--- src/rtl/latch_input_debouncer.sv ---
// Input conditioning for the latch experiments. Two raw, bouncy inputs (A = set side,
// B = reset side) each pass through a two-flop synchroniser and a debounce FSM. The
// block produces clean levels, one-cycle edge pulses, a forbidden-combination flag
// (both clean levels high) and a busy flag.
module latch_input_debouncer #(
    parameter int unsigned DEBOUNCE_CYCLES = 16,
    parameter int unsigned CNT_W           = 5
) (
    input  logic clk,
    input  logic rst,
    input  logic a_raw,
    input  logic b_raw,
    output logic a_clean,
    output logic b_clean,
    output logic a_rise,
    output logic a_fall,
    output logic b_rise,
    output logic b_fall,
    output logic conflict,
    output logic busy
);

    localparam int unsigned      N_CH     = 2;
    localparam logic [CNT_W-1:0] CNT_LAST = CNT_W'(DEBOUNCE_CYCLES - 1);
    localparam logic [CNT_W-1:0] CNT_ONE  = CNT_W'(1);

    typedef enum logic [1:0] {
        ST_LOW  = 2'd0,
        WAIT_HI = 2'd1,
        ST_HI   = 2'd2,
        WAIT_LO = 2'd3
    } state_e;

    // Channel 0 is A, channel 1 is B
    logic [N_CH-1:0]  raw;
    logic [N_CH-1:0]  s1_q;
    logic [N_CH-1:0]  s2_q;
    state_e           state_q [N_CH];
    state_e           state_d [N_CH];
    logic [CNT_W-1:0] cnt_q   [N_CH];
    logic [CNT_W-1:0] cnt_d   [N_CH];
    logic [N_CH-1:0]  clean_q;
    logic [N_CH-1:0]  clean_d;
    logic [N_CH-1:0]  rise_q;
    logic [N_CH-1:0]  rise_d;
    logic [N_CH-1:0]  fall_q;
    logic [N_CH-1:0]  fall_d;
    logic             busy_c;

    assign raw = {b_raw, a_raw};

    // Two-flop synchroniser per channel; the FSMs look only at s2
    always_ff @(posedge clk) begin
        if (rst) begin
            s1_q <= '0;
            s2_q <= '0;
        end else begin
            s1_q <= raw;
            s2_q <= s1_q;
        end
    end

    // FSM state, stability counters and registered outputs
    always_ff @(posedge clk) begin
        if (rst) begin
            for (int i = 0; i < N_CH; i++) begin
                state_q[i] <= ST_LOW;
                cnt_q[i]   <= '0;
            end
            clean_q <= '0;
            rise_q  <= '0;
            fall_q  <= '0;
        end else begin
            for (int i = 0; i < N_CH; i++) begin
                state_q[i] <= state_d[i];
                cnt_q[i]   <= cnt_d[i];
            end
            clean_q <= clean_d;
            rise_q  <= rise_d;
            fall_q  <= fall_d;
        end
    end

    // Debounce next-state: a change commits only after DEBOUNCE_CYCLES agreeing samples
    always_comb begin
        clean_d = clean_q;
        rise_d  = '0;
        fall_d  = '0;
        for (int i = 0; i < N_CH; i++) begin
            state_d[i] = state_q[i];
            cnt_d[i]   = cnt_q[i];
            case (state_q[i])
                ST_LOW: begin
                    if (s2_q[i]) begin
                        state_d[i] = WAIT_HI;
                        cnt_d[i]   = CNT_ONE;
                    end else begin
                        cnt_d[i] = '0;
                    end
                end
                WAIT_HI: begin
                    if (!s2_q[i]) begin
                        state_d[i] = ST_LOW;
                        cnt_d[i]   = '0;
                    end else if (cnt_q[i] == CNT_LAST) begin
                        state_d[i] = ST_HI;
                        cnt_d[i]   = '0;
                        clean_d[i] = 1'b1;
                        rise_d[i]  = 1'b1;
                    end else begin
                        cnt_d[i] = cnt_q[i] + CNT_ONE;
                    end
                end
                ST_HI: begin
                    if (!s2_q[i]) begin
                        state_d[i] = WAIT_LO;
                        cnt_d[i]   = CNT_ONE;
                    end else begin
                        cnt_d[i] = '0;
                    end
                end
                WAIT_LO: begin
                    if (s2_q[i]) begin
                        state_d[i] = ST_HI;
                        cnt_d[i]   = '0;
                    end else if (cnt_q[i] == CNT_LAST) begin
                        state_d[i] = ST_LOW;
                        cnt_d[i]   = '0;
                        clean_d[i] = 1'b0;
                        fall_d[i]  = 1'b1;
                    end else begin
                        cnt_d[i] = cnt_q[i] + CNT_ONE;
                    end
                end
                default: begin
                    state_d[i] = ST_LOW;
                    cnt_d[i]   = '0;
                end
            endcase
        end
    end

    // Busy whenever either channel is qualifying a pending change
    always_comb begin
        busy_c = 1'b0;
        for (int i = 0; i < N_CH; i++) begin
            if (state_q[i] == WAIT_HI || state_q[i] == WAIT_LO) begin
                busy_c = 1'b1;
            end
        end
    end

    assign a_clean  = clean_q[0];
    assign b_clean  = clean_q[1];
    assign a_rise   = rise_q[0];
    assign a_fall   = fall_q[0];
    assign b_rise   = rise_q[1];
    assign b_fall   = fall_q[1];
    assign conflict = clean_q[0] & clean_q[1];
    assign busy     = busy_c;

endmodule

--- config.mk ---
export PLATFORM = sky130hd
export DESIGN_NAME = latch_input_debouncer
export DESIGN_NICKNAME = d
export VERILOG_FILES = /design/src/rtl/latch_input_debouncer.sv
export SDC_FILE = /design/constraint.sdc
export NUM_CORES = 1
export LEC_CHECK = 0
export CORE_UTILIZATION = 34
export CTS_BUF_LIST = sky130_fd_sc_hd__clkbuf_4 sky130_fd_sc_hd__clkbuf_8
export DETAILED_ROUTE_END_ITERATION = 12
export GPL_TIMING_DRIVEN = 0
export MAX_ROUTING_LAYER = met4
export PLACE_DENSITY_LB_ADDON = 0.2
export SLEW_MARGIN = 20
export SYNTH_ARGS = -nofsm -noshare
export SYNTH_HDL_FRONTEND = slang
export SYNTH_SLANG_ARGS = --single-unit
--- constraint.sdc ---
create_clock -name clk -period 3.1 [get_ports clk]
set_clock_uncertainty 0.2 [all_clocks]
set_input_delay 0.465 -clock clk [delete_from_list [all_inputs] [get_ports clk]]
set_output_delay 0.465 -clock clk [all_outputs]
set_load 0.02 [all_outputs]
# Yosys cells after proc, flatten, opt, wreduce, memory -nomap -nowiden
# Memories as Yosys holds them, arrays and structs flattened.
# Index checks and enable logic that the tools add are counted.
[totals]
wordCells = 98
reg_bits = 10
rom_bits = 0
inputBits = 4
output_inout_bits = 8
ramBits = 14
latch_bits = 0
n_memories = 2
[classes]
n_shift = 0
bitwise = 11
mul = 0
reduce_logical = 12
magnitude_cmp = 0
n_mux = 47
div = 0
add_sub_neg = 2
eq_ne = 16
[memory_table]
columns = ["memory", "words", "word_bits", "read_ports", "rd_clocked_by_memory_dff", "wr", "line_no", "text"]
rows = [
  ["cnt_q", 2, 5, 2, 0, 2, "40", "logic [CNT_W-1:0] cnt_q [N_CH];"],
  ["state_q", 2, 2, 2, 0, 2, "38", "state_e state_q [N_CH];"],
]
[ops]
columns = ["cell", "n"]
rows = [
  ["$mux W5", 8],
  ["$pmux W5 S4", 2],
  ["$mux W2", 14],
  ["$mux W1", 19],
  ["$ne A2 B2 Y1 const B", 8],
  ["$pmux W2 S4", 2],
  ["$reduce_or A3 Y1", 4],
  ["$add A5 B1 Y5 const B", 2],
  ["$eq A5 B4 Y1 const B", 2],
  ["$reduce_and A5 Y1", 2],
  ["$eq A2 B2 Y1 const B", 4],
  ["$not A1 Y1", 6],
  ["$eq A2 B1 Y1 const B", 2],
  ["$logic_not A2 Y1", 2],
  ["$or A1 B1 Y1", 4],
  ["$pmux W1 S2", 2],
  ["$reduce_bool A2 Y1", 2],
  ["$logic_or A1 B1 Y1", 2],
  ["$and A1 B1 Y1", 1],
]

# Depth between registers and ports, before layout
# Gate-level depths: netlist of run 1.
# An unclocked memory read counts as a cell.
[logic_depth]
depth_word = 6
ltp_mapped = 5
mapped_depth_nobuf = 5

# Worst setup path before layout of run 1
# No wires, ideal clock.
[synth_timing]
kind = "register -> register"
start = "memory cnt_q[0][0]"
end = "memory cnt_q[0][0]"
slack_ns = 1.481
required_time_ns = 2.778
arrival_ns = 1.297
synth_period_minus_slack_ns = 1.619
n_path_buf = 0
setup_ns = 0.122
stages_incl_launch_ff = 6
cell_sequence = "dfxtp_1 > ha_1 > nand3_2 > or3b_4 > and2_4 > a21boi_1"
[synth_lines]
columns = ["item", "line_no"]
rows = [
  ["start: declaration", "40"],
]

==> metrics.md, run 1 <==
| Metric | Value |
|---|---|
| Logic pwr share | 5.4% |
| Post-synthesis sequential area ratio | 56.0% |
| Setup slack at placement | 1.23 ns |
| Hold depth | 2 |
| Sw Share | 20.5% |
| Status | finished clean |
| Post-CTS Setup Inserts | 0 |
| Pin count of the biggest net entering global routing | 14 |
| GR Util All Layers | around an eighth |
| Mapped Area | about 860 um2 |
| Final hold violations | 0 |
| Multi-input logic area | between 300 and 400 um2 |
| Startpoint types | register |
| PD cells | 485 nW/um2 |
| CP arrival | approximately 1.5 ns |
| First-pass GRT wire length | 2280 um |
| Worst R2R End | cnt_q[0][0] |
| Worst endpoint required time | 2.43 ns |
| R2R Setup Slk | 1.38 ns |
| Top post-synthesis cells by area | dfxtp_1 (56%), a21oi_1 (4.1%), nor3_1 (3.5%) |
| Fin. max-slew vios | 0 |
| CTS tree | done |
| Clock network power share | 31.3% |
| Min-Delay Path Class | register to register |
| GRT Residual Overflow | 0 |
| Tot Pwr | approximately 0.50 mW |
| Mapped Cells | 88 |
| Antenna cells | 0 |
| Port Buffer Count | 11 |
| Dominant cell type by area after synthesis | dfxtp_1 |
| # setup viols final | 0 |
| Routed vias | approximately 620 |
| Site Rows | 17 |
| Starting density of the core | 37.4% |
| Yosys cell types | 26 |
| Hold_ws | 0.244 ns |
| Commonest non-fill, non-tap cells in the layout | dfxtp_1 (24), clkdlybuf4s50_1 (11), nand2_1 (7), a21oi_1 (7), nor3_1 (6) |
| Die width | 52.2 um |
| Peak VDD IR | 0.307 mV |
| Warnings from Yosys | 0 |
| GP Congestion | 0.704 |
| Hold Crit Endpoint | cnt_q[0][9] |
| Full die area | 2730 um2 |
| CTS resizes | 0 |
| Antenna violations before repair | 0 |
| P_sw | 0.103 mW |
| Clock Latency Late Sink | 0.30 ns |
| Final nets | 110 |
| Final WL | ~1300 um |
| Flop pwr share | 63.3% |
| Synthesis-stage register bit count | 24 |
| Worst slew pin tran | 0.414 ns |
| Syn Area/Cell | 9.75 um2 |
| Leak | 0.362 nW |
| FF/Latch Area | 480 um2 |
| Pint | ~0.40 mW |
| WL per Instance | 10.1 um |
| Worst r2r src | cnt_q[0][0] |
| Fin worst setup slack | 0.942 ns |
| Layout cells sized above 1 | 7.77% |
| Fin crit period | between 2 and 2.5 ns |
| FF-to-FF path depth | 5 |
| Unrepaired setup endpoints after global routing | no |
| Clock sink total | 24 |
| Fill cells | 236 |
| Die height | approximately 52 um |
| Root Buffer | clkbuf_4 |
| DP Wirelength | 1000 um |
| # H-tree levels | 1 |
| Critical path startpoint | state_q[0][0] |
| Via/cell ratio | 4.75 |
| IO Pins | 12 |
| Detail Route Antenna Nets | 0 |
| Maximum clock frequency | 0.463 GHz |
| Initial DRC Count | 5 |
| CP Capture Type | output pin |
| Layout area overhead | 21.1% |
| Worst setup path category | register to output pin |
| CTS Buf Count | 3 |
| Max Cap Viol | 0 |
| Yosys top cell area share | 56.0% |
| Residual DRC count | 0 |
| Hold_buf cts | 0 |
| Vias in the first global route | 563 |
| Crit-path max FO | 6 |
| Final TNS setup | 0 ns |
| Synth Net Count | 94 |
| Most common cell after layout, fill and taps aside | dfxtp_1 |
| Relative max-transition margin | 72.4% |
| Drt first pass iters | 2 |
| Core footprint | 2300 um2 |
| Hold_sp | cnt_q[0][9] |
| Clk pin slew, worst setup/hold paths | 0.12 ns |
| Clock Path Buffers | 2 |
| Crit share post-route | 69.6% |
-- layout make-up --
class                           count  share of cell area, %
Clock buffer                        4                   3.49
Tap cell                           28                   3.37
Inverter                            3                   1.08
Timing Repair Buffer               11                   10.6
Multi-Input combinational cell     60                   34.9
Buffer                              1                  0.361
Sequential cell                    24                   46.2
-- kinds of logic after synthesis --
logic type	Yosys count	share of synthesized area, %
AOI/OAI and AO/OA	15	9.91
xor gates and xnor gates	3	3.06
adders and majority gates	2	2.91
buffers and inverters	4	1.75
DFF	24	56.0
and+or+nand+nor	40	26.4
-- metal layers --
metal  up-vias  GRT usage, %  part of all wire (%)
met3         2          2.03                   3.0
met1       282          15.0                    51
li1        330             -                     -
met2         8          17.7                    44
met4         0          7.89                   1.3
met5         -             -                     0
-- metrics by stage --
| stage | utilization (%) | cells | area [um2] |
|---|---|---|---|
| 6_report | 45.3 | 131 | 1040 |
| 2_1_floorplan | - | 88 | 858 |
| 3_5_place_dp | 43.7 | 127 | 1000 |
| 4_1_cts | 45.3 | 131 | 1040 |
| 5_1_grt | 45.3 | 131 | 1040 |
| 3_3_place_gp | 43.7 | 127 | 1000 |
-- cells in the mapped netlist (all sizes together) --
| cell type | n |
|---|---|
| dfxtp | 24 |
| a21oi | 7 |
| nand2 | 7 |
| nor3 | 6 |
| nor2 | 5 |
| and2 | 4 |
| nand2b | 4 |
| nand3 | 4 |
| nor2b | 4 |
| o21ai | 4 |
| inv | 3 |
| and3 | 2 |
| ha | 2 |
| xnor2 | 2 |
| a21boi | 1 |
| a21o | 1 |
| a22oi | 1 |
| and4b | 1 |
| clkbuf | 1 |
| nand4b | 1 |
| o21bai | 1 |
| or2 | 1 |
| or3b | 1 |
| xor2 | 1 |
-- worst max path at each step --
stage	to	slack, ns	depth (start not counted)
finish	busy	0.94	2
global route	busy	0.85	2
CTS	busy	0.92	2
detailed placement	fall_q[1]	1.23	3
global placement	rise_q[1]	1.23	3
floorplan	cnt_q[0][0]	1.48	5
-- flip-flops by register name (all words and copies together), names as in the netlist, named ones only --
name,flops
clean_q,2
s1_q,2
cnt_q,10
state_q,2
s2_q,2
fall_q,2
rise_q,2
-- worst max-delay path, cell delays in order, from the launching register on --
cell	delay [ns]
dfxtp_1	0.38
or2_2	0.28
clkdlybuf4s50_1	0.53
-- power by group through the flow --
stage	clock network (mW)	registers (mW)	logic, mW
finish	0.158	0.319	0.0273
global route	0.180	0.321	0.0298
CTS	0.167	0.320	0.0275
detailed placement	0	0.327	0.0274
global placement	0	0.326	0.0273
floorplan	0	0.328	0.0120
No activity file was read; power rests on OpenSTA's default activity.
==> run 2: changes to the inputs <==
Clock period 3.1 ns to 1.9 ns, I/O delays scaled along.
==> metrics.md, run 2 (same netlist as run 1, synthesis figures left out) <==
| Metric | Value |
|---|---|
| Port Buffer Count | 11 |
| Metal-1 WL | 678 um |
| Fin. max-slew vios | 0 |
| DP Wirelength | ~1000 um |
| # H-tree levels | 1 |
| Final nets | 110 |
| Clock sink total | 24 |
| Unrepaired setup endpoints after global routing | no |
| Residual DRC count | 0 |
| Layout area overhead | 20.8% |
| Drt first pass iters | 2 |
| Hold_ws | 0.244 ns |
| Max Cap Viol | 0 |
| Hold_buf cts | 0 |
| Commonest non-fill, non-tap cells in the layout | dfxtp_1 (24), clkdlybuf4s50_1 (9), nand2_1 (7), a21oi_1 (7), nor3_1 (6) |
| GR Util All Layers | 12.0% |
| Crit-path max FO | 4 |
| Final hold violations | 0 |
| Site Rows | 17 |
| CP bufs+invs | 1 |
| Antenna cells | 0 |
| Via/cell ratio | 4.75 |
| Final WL | 1320 um |
| Relative max-transition margin | 72.4% |
| GRT Residual Overflow | 0 |
| Multi-input logic area | 363 um2 |
| Hold_sp | cnt_q[0][9] |
| Final TNS setup | 0 ns |
| # setup viols final | 0 |
| CTS Buf Count | 3 |
| Clock Latency Late Sink | 0.30 ns |
| First-pass GRT wire length | 2280 um |
| Fill cells | 238 |
| Worst endpoint required time | around 1.4 ns |
| Worst setup path category | register to output pin |
| Core footprint | 2300 um2 |
| Design area | 1040 um2 |
| Detail Route Antenna Nets | 0 |
| Critical path startpoint | clean_q[0] |
| Pin count of the biggest net entering global routing | 14 |
| Min-Delay Path Class | register to register |
| Routed vias | just over 600 |
| Die width | 52.2 um |
| CP arrival | 1.30 ns |
| Crit share post-route | 94.1% |
| Worst slew pin tran | roughly 0.41 ns |
| Starting density of the core | 37.4% |
| Setup slack at placement | between 0.15 and 0.2 ns |
| Full die area | 2730 um2 |
| PD cells | approximately 790 nW/um2 |
| Top delay family on crit path | buffers and inverters |
| Antenna violations before repair | 0 |
| Leak | 0.371 nW |
| Fin worst setup slack | roughly 0.11 ns |
| Met3 wire len | 39 um |
| WL per Instance | 10.1 um |
| Peak VDD IR | 0.501 mV |
| Post-CTS Setup Inserts | 0 |
| Slowest cell delay on critical path | between 0.6 and 0.7 ns |
| Clk pin slew, worst setup/hold paths | ~0.12 ns |
| GP Congestion | 0.704 |
| Met2 WL | 587 um |
| Top Metal Used | met4 |
| Startpoint types | register |
| Max reg flops | 10 |
| Vias in the first global route | 563 |
| Fin crit period | 1.79 ns |
| CP max-delay cell | clkdlybuf4s50_1 |
| Status | finished clean |
| Root Buffer | clkbuf_4 |
| CTS tree | done |
| Die height | about 52 um |
| Largest reg by FF count | cnt_q |
| Worst r2r src | cnt_q[0][0] |
| Initial DRC Count | 5 |
| Most common cell after layout, fill and taps aside | dfxtp_1 |
| FF/Latch Area | 480 um2 |
| Crit path cell chain | clkdlybuf4s50_1 |
| Layout cells sized above 1 | about 7.8% |
| IO Pins | 12 |
| Tot Pwr | 0.822 mW |
| Maximum clock frequency | 0.559 GHz |
| Placed cell area | ~1000 um2 |
| Clock Path Buffers | 2 |
| CP Capture Type | output pin |
[run 2: cell types whose count changed in the layout (fill, tap and decap cells not counted)]
cell / change
dlygate4sd2_1: +2
clkdlybuf4s50_1: -2
[run 2: per-layer routing]
metal  vias to the layer above  track usage [%]
met5                         -                -
met4                         0             7.89
met3                         2             2.03
met2                         8             17.7
met1                       282             15.0
li1                        330                -
[run 2: where the power goes]
part / leakage [nW] / switching, mW / total, mW / internal (mW)
registers: 0.195 / 0.00783 / 0.521 / 0.513
clock network: 0.0210 / 0.141 / 0.257 / 0.117
logic: 0.155 / 0.0199 / 0.0434 / 0.0235
total: 0.371 / 0.168 / 0.822 / 0.654
[run 2: repair_timing]
action	CTS	global route
endpoints found under the setup margin	2	0
gates resized for setup	2	0
endpoints found under the hold margin	0	0
[run 2: area by class of cell]
class,instances,area share [%]
Sequential cell,24,46.3
Multi-Input combinational cell,60,35.0
Clock buffer,4,3.50
Buffer,1,0.362
Inverter,3,1.09
Timing Repair Buffer,11,10.4
Tap cell,28,3.38
[run 2: path summary, 6_finish.rpt]
| kind | slack, ns | end | cells after the start |
|---|---|---|---|
| worst max-delay path | 0.11 | a_clean | 1 |
| worst min-delay path | 0.24 | cnt_q[0][9] | 2 |
| worst max register to register | 0.18 | cnt_q[0][0] | 5 |
| worst min register to register | 0.24 | cnt_q[0][9] | 2 |
[run 2: through the flow]
step           std cells  utilization, %
3_5_place_dp         127            43.7
5_1_grt              131            45.2
6_report             131            45.2
4_1_cts              131            45.2
2_1_floorplan         88               -
3_3_place_gp         127            43.7
==> run 3: changes to the inputs <==
Settings changed: CTS_BUF_LIST sky130_fd_sc_hd__clkbuf_4 sky130_fd_sc_hd__clkbuf_8 to sky130_fd_sc_hd__clkbuf_8.
==> metrics.md, run 3 (same netlist as run 1, synthesis figures left out) <==
| Metric | Value |
|---|---|
| Status | finished clean |
| # H-tree levels | 1 |
| Routed vias | 634 |
| Clock sink total | 24 |
| Final hold violations | 0 |
| Core footprint | 2300 um2 |
| Met3 global-route usage | 2.90% |
| FF-to-FF path depth | 5 |
| Worst setup path category | register to output pin |
| GP Congestion | 0.704 |
| Final nets | 110 |
| GRT Residual Overflow | 0 |
| Die width | 52.2 um |
| Min-Delay Path Class | register to register |
| PD cells | 847 nW/um2 |
| Site Rows | 17 |
| Worst r2r src | cnt_q[0][0] |
| CTS tree | done |
| Unrepaired setup endpoints after global routing | no |
| Slowest cell delay on critical path | 0.62 ns |
| Hold depth | 2 |
| Met1 global-route usage | 15.2% |
| Clock Latency Late Sink | 0.26 ns |
| Peak VDD IR | 0.453 mV |
| Max reg flops | 10 |
| Most common cell after layout, fill and taps aside | dfxtp_1 |
| Final WL | 1330 um |
| CP Depth | 1 |
| Top delay family on crit path | buffers and inverters |
| Residual DRC count | 0 |
| Global routing's busiest layer | met2 |
| Pin count of the biggest net entering global routing | 14 |
| Worst R2R End | cnt_q[0][0] |
| R2R Setup Slk | 0.18 ns |
| Crit share post-route | 91.3% |
| Worst slew pin tran | around 0.41 ns |
| Vias in the first global route | approximately 570 |
| Maximum clock frequency | 0.576 GHz |
| Startpoint types | register |
| Leak | between 0.3 and 0.4 nW |
| IO Pins | 12 |
| Max Cap Viol | 0 |
| Starting density of the core | 37.4% |
| Full die area | around 2700 um2 |
| # setup viols final | 0 |
| Clk pin slew, worst setup/hold paths | 0.08 ns |
| Detail Route Antenna Nets | 0 |
| CP Capture Type | output pin |
| CP bufs+invs | 1 |
| CP max-delay cell | clkdlybuf4s50_1 |
| CP arrival | 1.25 ns |
| Layout cells sized above 1 | 7.77% |
| Relative max-transition margin | 72.3% |
| Initial DRC Count | 11 |
| Drt first pass iters | 3 |
| Antenna violations before repair | 0 |
| Via/cell ratio | approximately 4.8 |
| Largest reg by FF count | cnt_q |
| CTS Buf Count | 3 |
| Fin. max-slew vios | 0 |
| Die height | 52.2 um |
| Final TNS setup | 0 ns |
| DP Wirelength | roughly 1000 um |
| Clock Path Buffers | 2 |
| Crit-path max FO | 4 |
| Antenna cells | 0 |
| Fin worst setup slack | roughly 0.17 ns |
| Crit path cell chain | clkdlybuf4s50_1 |
| Fin crit period | 1.73 ns |
| GR Util All Layers | 12.1% |
| Port Buffer Count | 11 |
| Worst endpoint required time | 1.41 ns |
| Layout area overhead | 23.5% |
| Root Buffer | clkbuf_8 |
| M2 GR Usage | 17.7% |
| First-pass GRT wire length | 2300 um |
| Hold Crit Endpoint | cnt_q[0][9] |
| Hold_sp | cnt_q[0][9] |
| Setup slack at placement | 0.181 ns |
| Commonest non-fill, non-tap cells in the layout | dfxtp_1 (24), clkdlybuf4s50_1 (9), nand2_1 (7), a21oi_1 (7), nor3_1 (6) |
| WL per Instance | 10.2 um |
run 3: timing repair:
item / in CTS / in global routing
setup endpoints to repair: 1 / 1
resized for setup: 1 / 1
buffers inserted: 0 / 0
hold buffers: 0 / 0
run 3: worst min-delay path, delay by kind of cell (launching register included):
family           cells  cell delay [ns]
DFF                  1             0.32
and+or+nand+nor      2             0.08
run 3: cell type report:
cell class	instances	area [um2]
Buffer	1	3.75
Clock buffer	4	55.1
Fill cell	235	1240
Inverter	3	11.3
Multi-Input combinational cell	60	363
Sequential cell	24	480
Tap cell	28	35.0
Timing Repair Buffer	11	111
run 3: per-layer routing:
layer	vias up	routed length, um
met4	0	16
met1	291	668
li1	333	-
met2	8	611
met3	2	37
met5	-	0
run 3: worst max-delay path by stage:
stage	from	slack [ns]	end
floorplan	cnt_q[0][0]	0.28	cnt_q[0][0]
global placement	cnt_q[0][0]	0.20	cnt_q[0][0]
detailed placement	cnt_q[0][0]	0.18	cnt_q[0][0]
CTS	clean_q[0]	0.03	conflict
global route	cnt_q[0][0]	0.08	clean_q[0]
finish	clean_q[0]	0.17	a_clean
run 3: through the flow:
stage / cells / total power [mW] / util (%) / area (um2) / hold slack [ns]
2_1_floorplan: 88 / 0.555 / - / 858 / 0.157
3_3_place_gp: 127 / 0.577 / 43.7 / 1000 / 0.217
3_5_place_dp: 127 / 0.578 / 43.7 / 1000 / 0.228
4_1_cts: 131 / 0.909 / 46.0 / 1060 / 0.242
5_1_grt: 131 / 0.936 / 46.1 / 1060 / 0.253
6_report: 131 / 0.898 / 46.1 / 1060 / 0.238
run 3: power breakdown:
part,switching [mW],internal [mW],total (mW)
Clock,0.149,0.184,0.333
Combinational,0.0201,0.0237,0.0437
Sequential,0.00801,0.513,0.521
Total,0.177,0.721,0.898
